### src/rtl/leg_sel_decoder.sv
// Registered one-hot decoder with a valid/ready handshake on both sides.
// A selector field is picked out of each accepted word and decoded into out.
module leg_sel_decoder #(
  parameter int IN_W    = 8,
  parameter int SEL_W   = 3,
  parameter int SEL_LSB = 0,
  parameter int PULSE   = 0,
  parameter int STRICT  = 0,
  localparam int OUT_N  = 2**SEL_W
) (
  input  logic             clk,
  input  logic             rst,
  input  logic [IN_W-1:0]  Input,
  input  logic             in_valid,
  output logic             in_ready,
  input  logic             dis,
  output logic [OUT_N-1:0] out,
  output logic             out_valid,
  input  logic             out_ready,
  output logic             err,
  output logic [15:0]      xfer_cnt
);

  logic [SEL_W-1:0] sel;
  logic             viol;
  logic [OUT_N-1:0] onehot;
  logic [OUT_N-1:0] decode_next;
  logic             accept;
  logic             transfer;
  logic             unused_in;

  logic [OUT_N-1:0] out_reg;
  logic             out_valid_reg;
  logic             err_reg;
  logic [15:0]      xfer_cnt_reg;

  assign sel       = Input[SEL_LSB +: SEL_W];
  assign unused_in = ^Input;

  // Bits above the selector only matter in strict mode, and only if any exist.
  generate
    if (STRICT != 0 && SEL_LSB + SEL_W < IN_W) begin : g_strict
      assign viol = |Input[IN_W-1:SEL_LSB+SEL_W];
    end else begin : g_lax
      assign viol = 1'b0;
    end
  endgenerate

  for (genvar gi = 0; gi < OUT_N; gi++) begin : g_dec
    assign onehot[gi] = (sel == SEL_W'(gi));
  end

  assign decode_next = (dis || viol) ? '0 : onehot;

  assign in_ready = !out_valid_reg || out_ready;
  assign accept   = in_valid && in_ready;
  assign transfer = out_valid_reg && out_ready;

  always_ff @(posedge clk or posedge rst) begin
    if (rst) begin
      out_reg       <= '0;
      out_valid_reg <= 1'b0;
      err_reg       <= 1'b0;
      xfer_cnt_reg  <= 16'd0;
    end else begin
      if (transfer) begin
        xfer_cnt_reg <= xfer_cnt_reg + 16'd1;
      end
      // A same-edge accept replaces the word being transferred, so no bubble.
      if (accept) begin
        out_reg       <= decode_next;
        err_reg       <= viol;
        out_valid_reg <= 1'b1;
      end else if (transfer) begin
        out_valid_reg <= 1'b0;
        if (PULSE != 0) begin
          out_reg <= '0;
        end
      end
    end
  end

  assign out       = out_reg;
  assign out_valid = out_valid_reg;
  assign err       = err_reg;
  assign xfer_cnt  = xfer_cnt_reg;

endmodule

### config.mk
export PLATFORM = sky130hd
export DESIGN_NAME = leg_sel_decoder
export DESIGN_NICKNAME = d
export VERILOG_FILES = /design/src/rtl/leg_sel_decoder.sv
export SDC_FILE = /design/constraint.sdc
export NUM_CORES = 1
export LEC_CHECK = 0
export ABC_AREA = 1
export BUFFER_PORTS_ARGS = -buffer_cell sky130_fd_sc_hd__buf_2
export CAP_MARGIN = 20
export CORE_UTILIZATION = 49
export CTS_CLUSTER_SIZE = 14
export DETAILED_ROUTE_END_ITERATION = 7
export PLACE_DENSITY = 0.78
export SYNTH_ARGS = -nofsm -noshare
export SYNTH_HDL_FRONTEND = slang
export SYNTH_SLANG_ARGS = --single-unit
### constraint.sdc
create_clock -name clk -period 1.51 [get_ports clk]
set_input_delay 0.302 -clock clk [delete_from_list [all_inputs] [get_ports clk]]
set_output_delay 0.302 -clock clk [all_outputs]
set_load 0.005 [all_outputs]
==> impl_metrics.csv, run 1 <==
group,metric,value,unit
global_routing,busiest_layer,"met2",
layout,synthToLayoutAreaGrowth,21.8,%
placement,post-place-ws,0.138,ns
yosys,synth_nets,164,
placement,port_buffers,33,
clock_network,clk_latency,0.32,ns
job,drv_cap,0,
layout,num_antenna_cells,0,
placement,hpwl,1770,µm
die,die_y,52.1,µm
route,routed-via-count,1049,
yosys,ys_seq_area_share,50.8,%
yosys,ys.flop_type,"dfrtp_1",
power_and_ir_drop,finalPower,1540,µW
min_path,min_path_type,"in2async",
sta,setup-violations-final,0,
critical_path,crit_chain,"ha_2, nand3_4, nor3_4, buf_4, xor2_1",
die,design.die.area,2720,µm²
layout,drive_above_1_share,26.2,%
sta,hold_viol_final,0,
yosys,postSynthCellCount,150,
global_routing,overflow,0,
layout,largest_reg_flops,16,
sta,fin_crit_sh,93.3,%
placement,place_congestion,0.798,
clock_network,clk_pin_slew,0.14,ns
critical_path,crit_arrival,1.66,ns
clock_network,cts_buffers,3,
route,drtPass1Iterations,3,
route,drc,0,
yosys,synthTopCellsByArea,"dfrtp_1 (51%), nand2_1 (10%), inv_1 (9.5%)",
yosys,synth_seq_cells,25,
layout,num-fill-cells,204,
yosys,yosysTopAreaCell,"dfrtp_1",
yosys,synth_area,1230,µm²
global_routing,use_met3,2.63,%
status,status,"completed",
critical_path,crit_required,1.76,ns
clock_network,clockRootBuffer,"clkbuf_4",
yosys,synth_most_common_cell,"nand2_1",
global_routing,grt_max_degree,26,
die,core_area,2300,µm²
yosys,syn_area_per_cell,8.21,µm²
sta,slew_violations,0,
die,initial_utilization,53.6,%
global_routing,use_met2,35.0,%
die,rows,17,
clock_network,clockBufferDepth,2,
power_and_ir_drop,peakVddDrop,0.762,mV
power_and_ir_drop,powerDensity,1030,nW/µm²
yosys,yosys_warnings,0,
global_routing,grt_pass1_vias,991,
global_routing,grt_pass1_wl,4170,µm
yosys,yosysTopAreaCellShare,50.8,%
critical_path,crit_fanout,6,
global_routing,use_met1,27.2,%
route,wirelength,2440,µm
yosys,synth.distinct_cells,19,
sta,fmax,710,MHz
sta,fin_skew,0.0132,ns
sta,min_period,1.41,ns
yosys,synth_commonest_cells,"nand2_1 (34), inv_1 (31), dfrtp_1 (25)",
global_routing,grt_use_total,21.1,%
clock_network,clock-sinks,25,
global_routing,antenna_found_initial,0,
sta,fin_ws,0.102,ns
power_and_ir_drop,leakagePower,0.000852,µW
critical_path,max_stage_delay,0.42,ns
critical_path,end_kind,"flop",
yosys,ys_async_sr_fraction,100,%
die,dieWidth,52.1,µm
route,drt_iter0_markers,8,
route,ant_nets,0,
layout,nNetsFinal,206,
critical_path,cp_slowest_cell,"dfrtp_1",
route,vias_per_cell,4.79,
clock_network,htreeDepth,1,
route,routedWlPerCell,11.1,µm
yosys,synth_edf_count,0,
clock_network,cts_tree,"yes",
die,io_pins,40,
critical_path,start_kind,"flop",
critical_path,crit_type,"reg2reg",
final cells by class:
type / count / area, µm² / share of cell area [%]
clock buffer: 4 / 26.3 / 1.75
inverter: 31 / 116 / 7.76
multi-input combinational: 92 / 487 / 32.4
sequential: 25 / 626 / 41.7
tap: 28 / 35.0 / 2.34
timing repair buffer: 39 / 210 / 14.0
through the flow:
stage	TNS [ns]	cell area, µm²	cells	hold WS, ns	utilization, %
after global routing	-0.0169	1500	219	0.0262	65.3
after CTS	0	1460	215	0.00853	63.6
after detailed placement	0	1430	211	0.375	62.4
after floorplan	0	1230	150	0.329	-
final	0	1500	219	0.00506	65.3
after global placement	0	1430	211	0.361	62.4
path summary, 6_finish.rpt:
kind                                          startpoint                       end  slack, ns  depth (start not counted)
worst max-delay path             xfer_cnt[0]$_DFFE_PP0P_   xfer_cnt[6]$_DFFE_PP0P_       0.10                          5
worst min-delay path                                 rst   xfer_cnt[7]$_DFFE_PP0P_      0.005                          3
worst max register to register   xfer_cnt[0]$_DFFE_PP0P_   xfer_cnt[6]$_DFFE_PP0P_       0.10                          5
worst min register to register  xfer_cnt[15]$_DFFE_PP0P_  xfer_cnt[15]$_DFFE_PP0P_       0.51                          2
max in group asynchronous                            rst   xfer_cnt[2]$_DFFE_PP0P_       1.25                          3
min in group clk                                in_valid     out_valid$_DFFE_PP0P_       0.19                          3
cell usage in the layout, fill, tap and decap left out, drive strengths merged:
master,count
nand4,4
nand2,35
a21oi,1
xnor2,4
xor2,6
dfrtp,25
nor3,2
inv,31
nand3,14
o21ai,9
buf,39
clkbuf,4
conb,1
nor2,15
ha,1
cells by family after synthesis:
group | after synthesis | synth area share [%]
XOR/XNOR | 10 | 7.11
AND/OR/NAND/NOR | 70 | 25.9
other | 1 | 0.305
flip-flops | 25 | 50.8
buffers and inverters | 33 | 10.5
adder cells (fa/ha/maj) | 1 | 1.02
AO/OA/AOI/OAI | 10 | 4.37
power by group:
group	switching, µW	internal (µW)	total (µW)
clock network	192	103	295
registers	98.8	757	855
logic	194	199	393
worst max-delay path: cells and delay by family (launching register included):
family,cells,cell delay [ns]
xor gates and xnor gates,1,0.15
adders and majority gates,1,0.22
buffers and inverters,1,0.16
DFF,1,0.42
and+or+nand+nor,2,0.40
routing by layer:
metal	vias up	wire [µm]
met2	18	1170
met1	487	1150
met3	4	70
li1	540	-
met4	0	43
met5	-	0
timing repair:
action | 4_1_cts | 5_1_grt
buffers inserted | 0 | 4
endpoints found under the setup margin | 0 | 2
hold buffers | 0 | 0
hold endpoints to repair | 0 | 0
gates resized for setup | 0 | 2
No activity file was read; power rests on OpenSTA's default activity.
==> run 2, diff against run 1 <==
--- a/config.mk
+++ b/config.mk
@@ -8,6 +8,7 @@
 export ABC_AREA = 1
 export BUFFER_PORTS_ARGS = -buffer_cell sky130_fd_sc_hd__buf_2
 export CAP_MARGIN = 20
+export CORE_ASPECT_RATIO = 0.9
 export CORE_UTILIZATION = 49
 export CTS_CLUSTER_SIZE = 14
 export DETAILED_ROUTE_END_ITERATION = 7
==> run 2 against run 1 <==
  * Sequential power up 0.8%
  * Via count down 1.2%
  * Combinational power down 19%
  * Clock power down 3%
  * Clock skew down 0.012 ns
  * Sequential share of layout area up 1.2 points
  * First-iteration DRC count rose to 3.1 times the previous value
  * Largest cell class unchanged
==> impl_metrics.csv, run 2 (synthesis gave the netlist of run 1 again) <==
group,metric,value,unit
route,routedWlPerCell,10.6,µm
power_and_ir_drop,powerDensity,1000,nW/µm²
critical_path,crit_required,1.72,ns
route,routed-via-count,1036,
layout,num-fill-cells,209,
clock_network,clock-sinks,25,
sta,holdWs,0.00677,ns
route,drc,0,
placement,hpwl,1780,µm
critical_path,start_kind,"flop",
route,vias_per_cell,4.84,
die,design.die.area,2720,µm²
clock_network,clk_latency,0.31,ns
clock_network,htreeDepth,1,
sta,min_period,1.37,ns
critical_path,critPathBufInv,0,
status,status,"completed",
power_and_ir_drop,peakVddDrop,0.779,mV
placement,place_congestion,0.813,
sta,fin_skew,0.00163,ns
sta,finalSetupTns,0,ns
clock_network,clk_pin_slew,0.12,ns
route,wirelength,2280,µm
job,drv_cap,0,
critical_path,max_stage_delay,0.44,ns
sta,fin_ws,0.143,ns
clock_network,cts_tree,"yes",
layout,largest_reg_flops,16,
sta,rsz0062_at_grt,"no",
route,drtPass1Iterations,4,
layout,fin_area,1460,µm²
layout,num_antenna_cells,0,
sta,fin_crit_sh,90.5,%
route,ant_nets,0,
route,drt_iter0_markers,25,
critical_path,cp.depth,5,
die,core_area,2280,µm²
placement,post-place-ws,0.161,ns
global_routing,overflow,0,
die,dieWidth,54.8,µm
global_routing,grt_pass1_vias,915,
die,io_pins,40,
layout,final_cell_mix,"nand2_1 (34), buf_2 (33), inv_1 (31), dfrtp_1 (25), nand3_1 (13)",
critical_path,cp_slowest_cell,"dfrtp_1",
global_routing,grt_max_degree,26,
sta,slew_violations,0,
layout,drive_above_1_share,24.1,%
global_routing,grt_use_total,19.1,%
critical_path,path_delay_family,"simple AND/OR/NAND/NOR gates",
clock_network,clockBufferDepth,2,
sta,hold_viol_final,0,
critical_path,crit_fanout,6,
placement,port_buffers,33,
layout,synthToLayoutAreaGrowth,18.5,%
die,rows,16,
sta,setup-violations-final,0,
clock_network,cts_setup_buffers,0,
clock_network,cts_resized,0,
critical_path,crit_chain,"ha_1, nand3_2, nor3_4, nand2_1, xnor2_1",
critical_path,crit_type,"reg2reg",
power_and_ir_drop,leakagePower,0.000833,µW
layout,post-route-util,63.9,%
global_routing,antenna_found_initial,0,
clock_network,cts_buffers,3,
layout,nNetsFinal,202,
sta,fmax,731,MHz
die,initial_utilization,53.9,%
critical_path,rr_startpoint,"xfer_cnt[1]$_DFFE_PP0P_",
critical_path,reg2reg_depth,5,
global_routing,grt_pass1_wl,3770,µm
clock_network,hold_buffers,0,
min_path,min_path_type,"in2async",
critical_path,regToRegSetupSlack,0.14,ns
clock_network,clockRootBuffer,"clkbuf_4",
critical_path,crit_arrival,1.58,ns
critical_path,end_kind,"flop",
layout,final_common_cell,"nand2_1",
die,die_y,49.6,µm
placement,dpl_cell_area,1430,µm²
critical_path,worstReg2RegEnd,"xfer_cnt[8]$_DFFE_PP0P_",
## run 2: area by class of cell
class,instances,area (µm²),area share (%)
multi-input cells,92,477,32.7
inverters,31,116,7.98
clock buffers,4,26.3,1.80
flip-flops and latches,25,626,42.9
well taps,27,33.8,2.32
repair buffers,35,180,12.3
## run 2: how the worst max path moves through the flow
stage                                        from                        to  slack [ns]
after floorplan           xfer_cnt[1]$_DFFE_PP0P_   xfer_cnt[8]$_DFFE_PP0P_        0.30
after global placement    xfer_cnt[1]$_DFFE_PP0P_  xfer_cnt[10]$_DFFE_PP0P_        0.22
after detailed placement  xfer_cnt[1]$_DFFE_PP0P_   xfer_cnt[8]$_DFFE_PP0P_        0.16
after CTS                 xfer_cnt[1]$_DFFE_PP0P_   xfer_cnt[8]$_DFFE_PP0P_        0.14
after global routing      xfer_cnt[0]$_DFFE_PP0P_  xfer_cnt[14]$_DFFE_PP0P_        0.04
final                     xfer_cnt[1]$_DFFE_PP0P_   xfer_cnt[8]$_DFFE_PP0P_        0.14
## run 2: stage by stage
stage | cells | total power [µW]
3_5_place_dp | 210 | 1190
5_1_grt | 214 | 1580
4_1_cts | 214 | 1490
2_1_floorplan | 150 | 1050
6_report | 214 | 1470
3_3_place_gp | 210 | 1170
## run 2: power by group
part / internal, µW / leakage, µW / switching [µW] / total (µW)
clock: 103 / 0.0000150 / 184 / 287
combinational: 147 / 0.000493 / 170 / 317
sequential: 756 / 0.000324 / 105 / 862
## run 2: worst min-delay path, delay by kind of cell
family / cells / cell delay [ns]
buf+inv: 3 / 0.42
## run 2: per-layer routing
layer	GRT usage, %	up-vias	part of all wire, %	routed length [µm]
met4	6.41	0	1.1	26
met2	28.7	19	47	1070
met3	5.56	4	3.3	75
met5	0	-	0	0
met1	25.9	485	49	1110
li1	-	528	-	-
==> run 3, diff against run 2 <==
--- a/config.mk
+++ b/config.mk
@@ -6,13 +6,14 @@
 export NUM_CORES = 1
 export LEC_CHECK = 0
 export ABC_AREA = 1
-export BUFFER_PORTS_ARGS = -buffer_cell sky130_fd_sc_hd__buf_2
+export BUFFER_PORTS_ARGS = -buffer_cell sky130_fd_sc_hd__buf_4
 export CAP_MARGIN = 20
 export CORE_ASPECT_RATIO = 0.9
-export CORE_UTILIZATION = 49
+export CORE_UTILIZATION = 53
 export CTS_CLUSTER_SIZE = 14
 export DETAILED_ROUTE_END_ITERATION = 7
-export PLACE_DENSITY = 0.78
+export PLACE_DENSITY = 0.83
+export SKIP_LAST_GASP = 1
 export SYNTH_ARGS = -nofsm -noshare
 export SYNTH_HDL_FRONTEND = slang
 export SYNTH_SLANG_ARGS = --single-unit
==> constraint.sdc (replaced) <==
create_clock -name clk -period 1.74 [get_ports clk]
set_input_delay 0.348 -clock clk [delete_from_list [all_inputs] [get_ports clk]]
set_output_delay 0.348 -clock clk [all_outputs]
set_load 0.005 [all_outputs]
==> run 3 against run 2 <==
  * Critical path depth decreased by 3
  * Sequential share of layout area decreased by 2.4 points
  * Non-clock buffer count unchanged
  * Flip-flop and latch count unchanged
  * First-iteration DRC count decreased by 28%
  * Largest cell class unchanged
  * Clock skew increased by 0.00095 ns
  * Hold slack improved by 0.23 ns
==> impl_metrics.csv, run 3 (synthesis gave the netlist of run 1 again) <==
group,metric,value,unit
critical_path,start_kind,"flop",
sta,finalSetupTns,0,ns
die,design.die.area,2520,µm²
die,core_area,2180,µm²
sta,setup-violations-final,0,
clock_network,clk_latency,0.31,ns
placement,dp_cells,209,
power_and_ir_drop,finalPower,1320,µW
global_routing,grt_max_degree,18,
critical_path,crit_fanout,5,
layout,num_antenna_cells,0,
power_and_ir_drop,peakVddDrop,0.676,mV
status,status,"completed",
route,drtPass1Iterations,4,
layout,num-fill-cells,189,
route,wirelength,2430,µm
global_routing,antenna_found_initial,0,
clock_network,htreeDepth,1,
layout,largest_reg_flops,16,
sta,slew_violations,0,
global_routing,grt_use_total,20.3,%
route,drc,0,
sta,fin_crit_sh,78.8,%
sta,min_period,1.37,ns
placement,post-place-ws,0.414,ns
critical_path,critPathBufInv,1,
critical_path,end_kind,"output pin",
clock_network,cts_buffers,3,
sta,relSlewSlack,63.1,%
placement,port_buffers,33,
critical_path,max_stage_delay,0.48,ns
min_path,min_path_type,"in2reg",
clock_network,clockRootBuffer,"clkbuf_4",
global_routing,grt_pass1_vias,873,
sta,fmax,729,MHz
power_and_ir_drop,powerDensity,857,nW/µm²
critical_path,crit_chain,"nand2_1, buf_4",
die,initial_utilization,56.4,%
die,dieWidth,52.8,µm
clock_network,clockBufferDepth,2,
die,io_pins,40,
layout,post-route-util,70.8,%
global_routing,overflow,0,
layout,final_cells,214,
route,ant_nets,0,
route,routed-via-count,1038,
die,die_y,47.7,µm
critical_path,crit_arrival,1.02,ns
layout,synthToLayoutAreaGrowth,25.5,%
sta,fin_ws,0.369,ns
clock_network,clock-sinks,25,
route,drt_iter0_markers,18,
route,routedWlPerCell,11.3,µm
critical_path,path_delay_family,"flip-flops",
global_routing,grt_pass1_wl,3680,µm
die,rows,16,
sta,rsz0062_at_grt,"no",
route,vias_per_cell,4.85,
power_and_ir_drop,leakagePower,0.000849,µW
clock_network,clk_pin_slew,0.14,ns
layout,nNetsFinal,202,
critical_path,crit_required,1.39,ns
sta,fin_skew,0.00258,ns
layout,final_cell_mix,"nand2_1 (34), buf_4 (34), inv_1 (31), dfrtp_1 (25), nand3_1 (13)",
critical_path,crit_type,"reg2out",
critical_path,cp_slowest_cell,"dfrtp_1",
clock_network,cts_tree,"yes",
sta,tightest_slew,0.553,ns
layout,drive_above_1_share,24.1,%
placement,hpwl,1870,µm
job,drv_cap,0,
sta,hold_viol_final,0,
placement,place_congestion,0.826,
critical_path,regToRegSetupSlack,0.40,ns
run 3: worst paths after layout:
check / end / cells after the start / from
worst max-delay path: in_ready / 2 / out_valid$_DFFE_PP0P_
worst min-delay path: out_valid$_DFFE_PP0P_ / 3 / in_valid
worst max register to register: xfer_cnt[15]$_DFFE_PP0P_ / 7 / out_valid$_DFFE_PP0P_
worst min register to register: xfer_cnt[3]$_DFFE_PP0P_ / 1 / xfer_cnt[3]$_DFFE_PP0P_
max in group asynchronous: xfer_cnt[1]$_DFFE_PP0P_ / 4 / rst
min in group asynchronous: out[0]$_DFFE_PP0P_ / 3 / rst
run 3: area by class of cell:
class / count / area [µm²] / share of cell area, %
multi-input combinational: 92 / 477 / 30.9
inverter: 31 / 116 / 7.53
timing repair buffer: 35 / 265 / 17.2
clock buffer: 3 / 22.5 / 1.46
tap: 27 / 33.8 / 2.19
clock inverter: 1 / 5.00 / 0.324
sequential: 25 / 626 / 40.5
run 3: what timing repair did:
action / in CTS / in global routing
endpoints found under the hold margin: 8 / 0
resized for setup: 0 / 0
hold buffers: 1 / 0
setup endpoints to repair: 0 / 0
setup buffers: 0 / 0
run 3: tightest hold or removal path, stage by stage:
cell,delay (ns)
buf_4,0.07
inv_1,0.04
nand2_1,0.06
run 3: metrics by stage:
stage / hold WS, ns / area (µm²)
after CTS: 0.233 / 1550
final: 0.236 / 1550
after global routing: 0.241 / 1550
after detailed placement: 0.327 / 1510
after global placement: 0.319 / 1510
after floorplan: 0.375 / 1230
run 3: routing by layer:
metal  wire [µm]  up-vias  track usage, %
li1            -      527               -
met1        1100      489            27.7
met2        1230       20            34.7
met3          86        2            2.86
met4          12        0            4.74
met5           0        -               0
run 3: report_power, final:
| group | leakage (µW) | switching [µW] | total, µW | internal, µW |
|---|---|---|---|---|
| sequential | 0.000324 | 89.5 | 746 | 656 |
| combinational | 0.000507 | 148 | 319 | 170 |
| clock | 0.0000177 | 173 | 259 | 85.8 |
